==> src/rtl/sga_pkg.sv <==
// Shared encodings and defaults for the board RAM arbiter.
// Owner/state codes are also the db_owner debug values.
package sga_pkg;
    localparam int DEF_ADDR_W   = 6;
    localparam int DEF_DATA_W   = 6;
    localparam int DEF_MAX_HOLD = 16;

    localparam logic [1:0] OWN_IDLE = 2'd0;
    localparam logic [1:0] OWN_DISP = 2'd1;
    localparam logic [1:0] OWN_GAME = 2'd2;
    localparam logic [1:0] OWN_CHK  = 2'd3;

    typedef enum logic [1:0] {
        ST_IDLE = OWN_IDLE,
        ST_DISP = OWN_DISP,
        ST_GAME = OWN_GAME,
        ST_CHK  = OWN_CHK
    } state_t;
endpackage

==> src/rtl/sga_rr_pick.sv <==
// Two-way round-robin picker between game and chk.
// The pointer moves to whichever of the two did not just give up the port.
module sga_rr_pick (
    input  logic clock,
    input  logic restart_n,
    input  logic game_req,
    input  logic chk_req,
    input  logic exit_valid,
    input  logic exit_game,
    output logic pick_game
);
    logic ptr_game;

    always_ff @(posedge clock or negedge restart_n) begin
        if (!restart_n) begin
            ptr_game <= 1'b1;
        end else if (exit_valid) begin
            ptr_game <= !exit_game;
        end
    end

    // A lone requester wins regardless of the pointer.
    assign pick_game = game_req && (!chk_req || ptr_game);
endmodule

==> src/rtl/sga_ram_arbiter.sv <==
// Board RAM arbiter: disp has fixed priority, game/chk share round-robin,
// bursts are bounded by a hold counter unless game holds game_lock.
//
// state   | meaning
// IDLE    | nobody owns the RAM port
// DISP    | display scan owns the port
// GAME    | game move/write sequence owns the port
// CHK     | collision/apple checker owns the port
module sga_ram_arbiter
    import sga_pkg::*;
#(
    parameter int ADDR_W   = DEF_ADDR_W,
    parameter int DATA_W   = DEF_DATA_W,
    parameter int MAX_HOLD = DEF_MAX_HOLD
) (
    input  logic              clock,
    input  logic              restart_n,
    input  logic              disp_req,
    input  logic              game_req,
    input  logic              chk_req,
    input  logic              disp_we,
    input  logic              game_we,
    input  logic              chk_we,
    input  logic [ADDR_W-1:0] disp_addr,
    input  logic [ADDR_W-1:0] game_addr,
    input  logic [ADDR_W-1:0] chk_addr,
    input  logic [DATA_W-1:0] disp_wdata,
    input  logic [DATA_W-1:0] game_wdata,
    input  logic [DATA_W-1:0] chk_wdata,
    input  logic              game_lock,
    output logic              disp_gnt,
    output logic              game_gnt,
    output logic              chk_gnt,
    output logic              disp_rvalid,
    output logic              game_rvalid,
    output logic              chk_rvalid,
    output logic [DATA_W-1:0] rdata,
    output logic              ram_we,
    output logic [ADDR_W-1:0] ram_addr,
    output logic [DATA_W-1:0] ram_wdata,
    input  logic [DATA_W-1:0] ram_rdata,
    output logic [1:0]        db_owner
);
    localparam int CNT_W = $clog2(MAX_HOLD + 1);

    state_t             state, state_next;
    logic [CNT_W-1:0]   cnt;
    logic               tag_valid;
    state_t             tag_owner;
    logic               owner_req, owner_we;
    logic [ADDR_W-1:0]  owner_addr;
    logic [DATA_W-1:0]  owner_wdata;
    logic               others_pending, hold_hit, leave, pick_game;

    sga_rr_pick u_rr_pick (
        .clock      (clock),
        .restart_n  (restart_n),
        .game_req   (game_req),
        .chk_req    (chk_req),
        .exit_valid (leave && (state == ST_GAME || state == ST_CHK)),
        .exit_game  (state == ST_GAME),
        .pick_game  (pick_game)
    );

    always_comb begin
        owner_req      = 1'b0;
        owner_we       = 1'b0;
        owner_addr     = '0;
        owner_wdata    = '0;
        others_pending = 1'b0;
        case (state)
            ST_DISP: begin
                owner_req = disp_req;  owner_we = disp_we;
                owner_addr = disp_addr; owner_wdata = disp_wdata;
                others_pending = game_req || chk_req;
            end
            ST_GAME: begin
                owner_req = game_req;  owner_we = game_we;
                owner_addr = game_addr; owner_wdata = game_wdata;
                others_pending = disp_req || chk_req;
            end
            ST_CHK: begin
                owner_req = chk_req;   owner_we = chk_we;
                owner_addr = chk_addr;  owner_wdata = chk_wdata;
                others_pending = disp_req || game_req;
            end
            default: ;
        endcase
    end

    // ">=" so a locked game burst, whose counter has saturated, is released
    // at the first edge after game_lock falls.
    assign hold_hit = (cnt >= CNT_W'(MAX_HOLD - 1)) && others_pending
                      && !(state == ST_GAME && game_lock);
    assign leave    = (state != ST_IDLE) && (!owner_req || hold_hit);

    always_ff @(posedge clock or negedge restart_n) begin
        if (!restart_n) begin
            state     <= ST_IDLE;
            cnt       <= '0;
            tag_valid <= 1'b0;
            tag_owner <= ST_IDLE;
        end else begin
            state <= state_next;
            if (state_next != state || state_next == ST_IDLE) begin
                cnt <= '0;
            end else if (cnt != CNT_W'(MAX_HOLD)) begin
                cnt <= cnt + CNT_W'(1);
            end
            tag_valid <= owner_req && !owner_we;
            tag_owner <= state;
        end
    end

    always_comb begin
        state_next = state;
        case (state)
            ST_IDLE: begin
                if (disp_req)                 state_next = ST_DISP;
                else if (game_req || chk_req) state_next = pick_game ? ST_GAME : ST_CHK;
            end
            ST_DISP: begin
                if (leave) begin
                    if (game_req || chk_req) state_next = pick_game ? ST_GAME : ST_CHK;
                    else                     state_next = ST_IDLE;
                end
            end
            ST_GAME: begin
                if (leave) begin
                    if (disp_req)     state_next = ST_DISP;
                    else if (chk_req) state_next = ST_CHK;
                    else              state_next = ST_IDLE;
                end
            end
            ST_CHK: begin
                if (leave) begin
                    if (disp_req)      state_next = ST_DISP;
                    else if (game_req) state_next = ST_GAME;
                    else               state_next = ST_IDLE;
                end
            end
            default: state_next = ST_IDLE;
        endcase
    end

    always_comb begin
        disp_gnt    = (state == ST_DISP);
        game_gnt    = (state == ST_GAME);
        chk_gnt     = (state == ST_CHK);
        ram_we      = owner_we && owner_req;
        ram_addr    = owner_addr;
        ram_wdata   = owner_wdata;
        db_owner    = state;
        disp_rvalid = tag_valid && (tag_owner == ST_DISP);
        game_rvalid = tag_valid && (tag_owner == ST_GAME);
        chk_rvalid  = tag_valid && (tag_owner == ST_CHK);
    end

    assign rdata = ram_rdata;
endmodule

==> config.mk <==
export PLATFORM = sky130hd
export DESIGN_NAME = sga_ram_arbiter
export DESIGN_NICKNAME = d
export VERILOG_FILES = /design/src/rtl/sga_pkg.sv /design/src/rtl/sga_rr_pick.sv /design/src/rtl/sga_ram_arbiter.sv
export SDC_FILE = /design/constraint.sdc
export NUM_CORES = 1
export LEC_CHECK = 0
export ABC_AREA = 1
export CAP_MARGIN = 25
export CORE_MARGIN = 8
export CORE_UTILIZATION = 33
export CTS_CLUSTER_SIZE = 28
export DETAILED_ROUTE_END_ITERATION = 7
export GPL_TIMING_DRIVEN = 1
export PLACE_DENSITY_LB_ADDON = 0.12
export SETUP_SLACK_MARGIN = 0.02
export SLEW_MARGIN = 20
export SYNTH_ARGS = -nofsm -noshare
export SYNTH_HDL_FRONTEND = slang
export SYNTH_SLANG_ARGS = --single-unit
==> constraint.sdc <==
create_clock -name clock -period 2.3 [get_ports clock]
set_clock_uncertainty 0.2 [all_clocks]
set_input_delay 0.46 -clock clock [delete_from_list [all_inputs] [get_ports clock]]
set_output_delay 0.46 -clock clock [all_outputs]
set_load 0.05 [all_outputs]
Yosys cells after proc, flatten, opt, wreduce, memory -nomap -nowiden
Cells that the tools add are included.
W data, S select, Z words.
{"block": "classes", "reduce_logical": 27, "eq_ne": 8, "add_sub_neg": 1, "magnitude_cmp": 1, "mux": 19}
{"operator": "$pmux W6 S3", "count": 2}
{"operator": "$mux W2", "count": 10}
{"operator": "$logic_and A1 B1 Y1", "count": 11}
{"operator": "$mux W5", "count": 2}
{"operator": "$pmux W1 S3", "count": 3}
{"operator": "$eq A2 B2 Y1 const B", "count": 4}
{"operator": "$pmux W2 S4", "count": 1}
{"operator": "$logic_or A1 B1 Y1", "count": 7}
{"operator": "$add A5 B1 Y5 const B", "count": 1}
{"operator": "$ge A5 B4 Y1 const B", "count": 1}
{"operator": "$logic_not A1 Y1", "count": 5}
{"operator": "$ne A5 B5 Y1 const B", "count": 1}
{"operator": "$eq A2 B1 Y1 const B", "count": 2}
{"operator": "$logic_not A2 Y1", "count": 2}
{"operator": "$reduce_bool A2 Y1", "count": 2}
{"operator": "$ne A2 B2 Y1", "count": 1}
{"operator": "$mux W1", "count": 1}
{"block": "word_totals", "in_bits": 51, "wordCells": 61, "ff_bits": 11}

Longest topological paths before layout
{"block": "logic_depth", "ltp_word": 11, "mapped_depth": 13, "ltp_nobuf": 13}

Hierarchy
From an unflattened synthesis, not the netlist that was laid out.
{"block": "hier_totals", "hier_cells": 159, "hier_area_um2": 999.7}
{"module": "sga_ram_arbiter", "cells_each": 151, "instances": 1, "seq_area_each_um2": 250.2, "area_each_um2": 942.2}
{"module": "sga_rr_pick", "cells_each": 8, "instances": 1, "seq_area_each_um2": 26.3, "area_each_um2": 57.6}

Least setup slack after synthesis
No wires, ideal clock.
{"block": "synth_timing", "kind": "reg-to-output", "start": "register state[1] (netlist: db_owner[1])", "end": "output ram_addr[0]", "setup_slack_ns": -0.276, "arrival_time_ns": 1.916, "required_ns": 1.640, "n_path_buf": 2, "stages_incl_launch_ff": 7, "cell_sequence": "dfrtp_1 > buf_6 > nand2_1 > inv_2 > buf_2 > nand2_1 > nand3_1"}
{"block": "synth_via", "elab_chain_len": 2, "elab_cells_between_ends": 4, "classes_between": "eq/ne (3); mux (1)"}
{"element": "start, declared", "line_no": "sga_ram_arbiter.sv:46", "text": "state_t state, state_next;"}
{"element": "start signal, assigned", "line_no": "sga_ram_arbiter.sv:104", "text": "state <= state_next;"}
{"element": "$eq A2 B2 Y1"}
{"element": "net chk_gnt", "line_no": "sga_ram_arbiter.sv:33", "text": "output logic chk_gnt,"}
{"element": "$pmux W6 S3", "line_no": "sga_ram_arbiter.sv:71", "text": "case (state)"}
{"element": "end, declared", "line_no": "sga_ram_arbiter.sv:39", "text": "output logic [ADDR_W-1:0] ram_addr,"}
The timed path passes the listed nets, and every way through them passes these cells.

Worst setup path in the final report
{"block": "layout_timing", "start": "register state[1] (netlist: db_owner[1])", "end": "output ram_addr[4]"}
{"block": "layout_via", "elab_chain_len": 2, "elab_cells_between_ends": 4, "classes_between": "eq/ne (3); mux (1)"}
{"element": "$eq A2 B2 Y1 or $eq A2 B1 Y1 (tied branches)", "line_no": "sga_ram_arbiter.sv:71"}
{"element": "$pmux W6 S3 *", "line_no": "sga_ram_arbiter.sv:71"}
Mark *: on every way between the ends. The rest lies on a longest branch, timed or not.

==> impl_metrics.yaml <==
status:
  outcome: "finished, final reports clean"
worst_hold_path:
  min_from: "db_owner[0]"
  hp-class: "flop to flop"
  hold_end: "tag_owner[0]"
  hold_depth: 0
synth:
  syn_nets: 211
  yosysWarnings: 0
  ys_seq_elements: 11
  synth_area_sq_um: 992.2
  synthCells: 157
  yosysSeqAreaShare_pct: 27.87
  yosysUniqueCellTypes: 23
  avgSynthCellArea_sq_um: 6.320
detailed_routing:
  routed.top_layer: "met4"
  routed_via_density: 4.939
  drtPass1Iterations: 4
  met3WireLength_um: 392
  post_drt_wl_per_cell_um: 14.58
  postRouteAntennaNets: 0
  drcViolationCount: 0
  wl_met2_um: 2028
  wl_met1_um: 1376
  wirelength_um: 3821
  drtIter0Drc: 69
  via_count: 1294
critical_path:
  startpoint_type: "flop"
  slowest_delay_ns: 0.49
  worstPathRequired_ns: 1.64
  path_buf_inv: 3
  r2r_cells: 11
  cpMostUsedCell: "buf_12"
  crit_type: "flop to primary output"
  path_max_fanout: 14
  reg2reg_to: "db_owner[1]"
  crit_start: "db_owner[1]"
  reg2reg_slack_ns: 0.26
  crit_family: "flip-flops"
  crit_slowest_cell: "dfrtp_2"
  cp.arrival_ns: 1.60
  crit_path_end_kind: "primary output"
  cp_cell_sequence: "nand2_2 > clkinvlp_4 > buf_12 > nand2_1 > nand3_2 > buf_12"
  reg2reg_from: "cnt[1]"
cells_and_area:
  final_cell_mix: "59 x nand2_1, 45 x clkdlybuf4s50_1, 17 x buf_12"
  regArea_sq_um: 279.0
  antenna_cells: 0
  final_common_cell: "nand2_1"
  final_layout_size_suffix_gt1_share_pct: 26.64
  syn_to_final_growth_pct: 99.37
  nFillCells: 253
  nets: 284
  multi_input_area_sq_um: 641.9
  instances_no_fill: 262
cts:
  cts.htree.levels: 1
  cts.path.max_buffers: 2
  cts_buffers: 3
  cts_tree: "done"
  cts-root-buf: "clkbuf_4"
  clkLatencyLatePin_ns: 0.26
  hold_buffers: 0
  clock-sinks: 11
  clk_pin_slew_ns: 0.07
floorplan:
  die_h_um: 70.84
  rows: 20
  initial_core_util_pct: 33.60
  ioPinCount: 78
  core_area_sq_mm: 0.002953
  dieArea_sq_mm: 0.005018
  die_width_um: 70.84
sta:
  worst_hold_slack_ns: 0.2422
  post-route-period-util_pct: 98.11
  fmax_mhz: 443.1
  maxSlewViolCount: 0
  slew_headroom_pct: 67.09
  setup_viol: 0
  finalHoldViolCount: 0
  min_period_ns: 2.257
  timing.final.ws_setup_ns: 0.04336
  grt_setup_unrepaired: "yes"
  worstMarginPinSlew_ns: 0.4921
global_route:
  grt_pass1_wl_um: 6051
  grt_max_degree: 15
  grtUsageTotal_pct: 14.62
  overflow: 0
  grt_pass1_vias: 1274
  antenna_found_initial: 0
power_and_ir_drop:
  vdd_drop_max_uv: 736.5
  power.total_w: 0.002982
  power_density_mw_per_mm2: 1507
  p_leak_nw: 0.9444
placement:
  post-place-cells: 250
  dp_hpwl_um: 3159
  place_congestion: 0.9033
  pre_cts_ws_ns: 0.04842
  port-buffer-count: 65
run:
  cap_violations: 0
==> area by class of cell <==
| cell class | count | share of cell area, % |
|---|---|---|
| inverters | 19 | 3.795 |
| well taps | 33 | 2.087 |
| flip-flops and latches | 11 | 14.10 |
| clock buffers | 4 | 1.328 |
| repair buffers | 78 | 46.24 |
| multi-input cells | 117 | 32.45 |
==> registers in the layout, summed over array words and instances (netlist names) <==
register and count:
tag_valid 1, cnt 5, tag_owner 2, u_rr_pick.ptr_game 1, db_owner 2
==> metal layers <==
metal / up-vias / global-route usage [%]
met2: 63 / 27.50
met1: 591 / 14.80
met3: 4 / 5.085
met4: 0 / 3.926
met5: - / 0
li1: 636 / -
==> synthesized netlist by cell type <==
cell	instances	area, sq um
inv_1	17	63.81
xor2_1	1	8.760
o211ai_2	1	12.51
nand4_1	4	25.02
nor2_8	1	20.02
dfstp_2	1	26.28
nand3_1	20	100.1
o211ai_1	1	7.510
nand2_4	1	11.26
o21ai_0	2	10.01
nor3_1	3	15.01
buf_4	6	45.04
buf_2	3	15.01
a21oi_1	6	30.03
o31ai_1	1	7.510
dfrtp_1	10	250.2
buf_6	1	11.26
nor2_1	9	33.78
nor3b_1	1	7.510
inv_2	2	7.510
nand2_2	4	25.02
ha_1	3	37.54
nand2_1	59	221.5
==> metrics by stage <==
step,setup TNS (ns),utilization (%),cell area (sq um)
6_report,0,66.99,1978
5_1_grt,-0.007712,66.99,1978
4_1_cts,0,65.04,1921
3_5_place_dp,0,63.09,1863
3_3_place_gp,0,63.09,1863
2_1_floorplan,0,-,1055
==> timing repair <==
item                                    CTS  global route
pin swaps                                 0             0
endpoints found under the setup margin   13            13
setup buffers                             2             6
resized for setup                         1             2
==> worst reg2reg max path: stages (launching register included) <==
cell,delay [ns]
dfrtp_1,0.39
ha_1,0.18
nand2_1,0.08
nor2_1,0.10
ha_1,0.16
nor2_1,0.04
a21oi_1,0.22
nand2_2,0.12
nand2_2,0.12
o21ai_0,0.11
nand2_1,0.08
nand4_1,0.11
==> how the worst max path moves through the flow <==
stage,depth (start not counted),end
after floorplan,6,ram_addr[0]
after global placement,6,ram_we
after CTS,6,ram_wdata[5]
final,6,ram_addr[4]
after global routing,6,ram_addr[4]
after detailed placement,6,ram_we
==> report_power, final <==
part / switching (W) / internal [W] / total [W]
Clock: 0.0000607 / 0.0000670 / 0.000128
Combinational: 0.00141 / 0.00109 / 0.00251
Sequential: 0.0000737 / 0.000273 / 0.000347
Total: 0.00155 / 0.00143 / 0.00298
==> kinds of logic after synthesis <==
group           count (synthesis)  synth area share (%)
simple gates                  102                 46.28
buf+inv                        29                 14.38
compound gates                 11                 6.810
flops                          11                 27.87
fa+ha+maj                       3                 3.784
xor+xnor                        1                0.8829
Note: power is estimated with default switching activity, not from simulation.
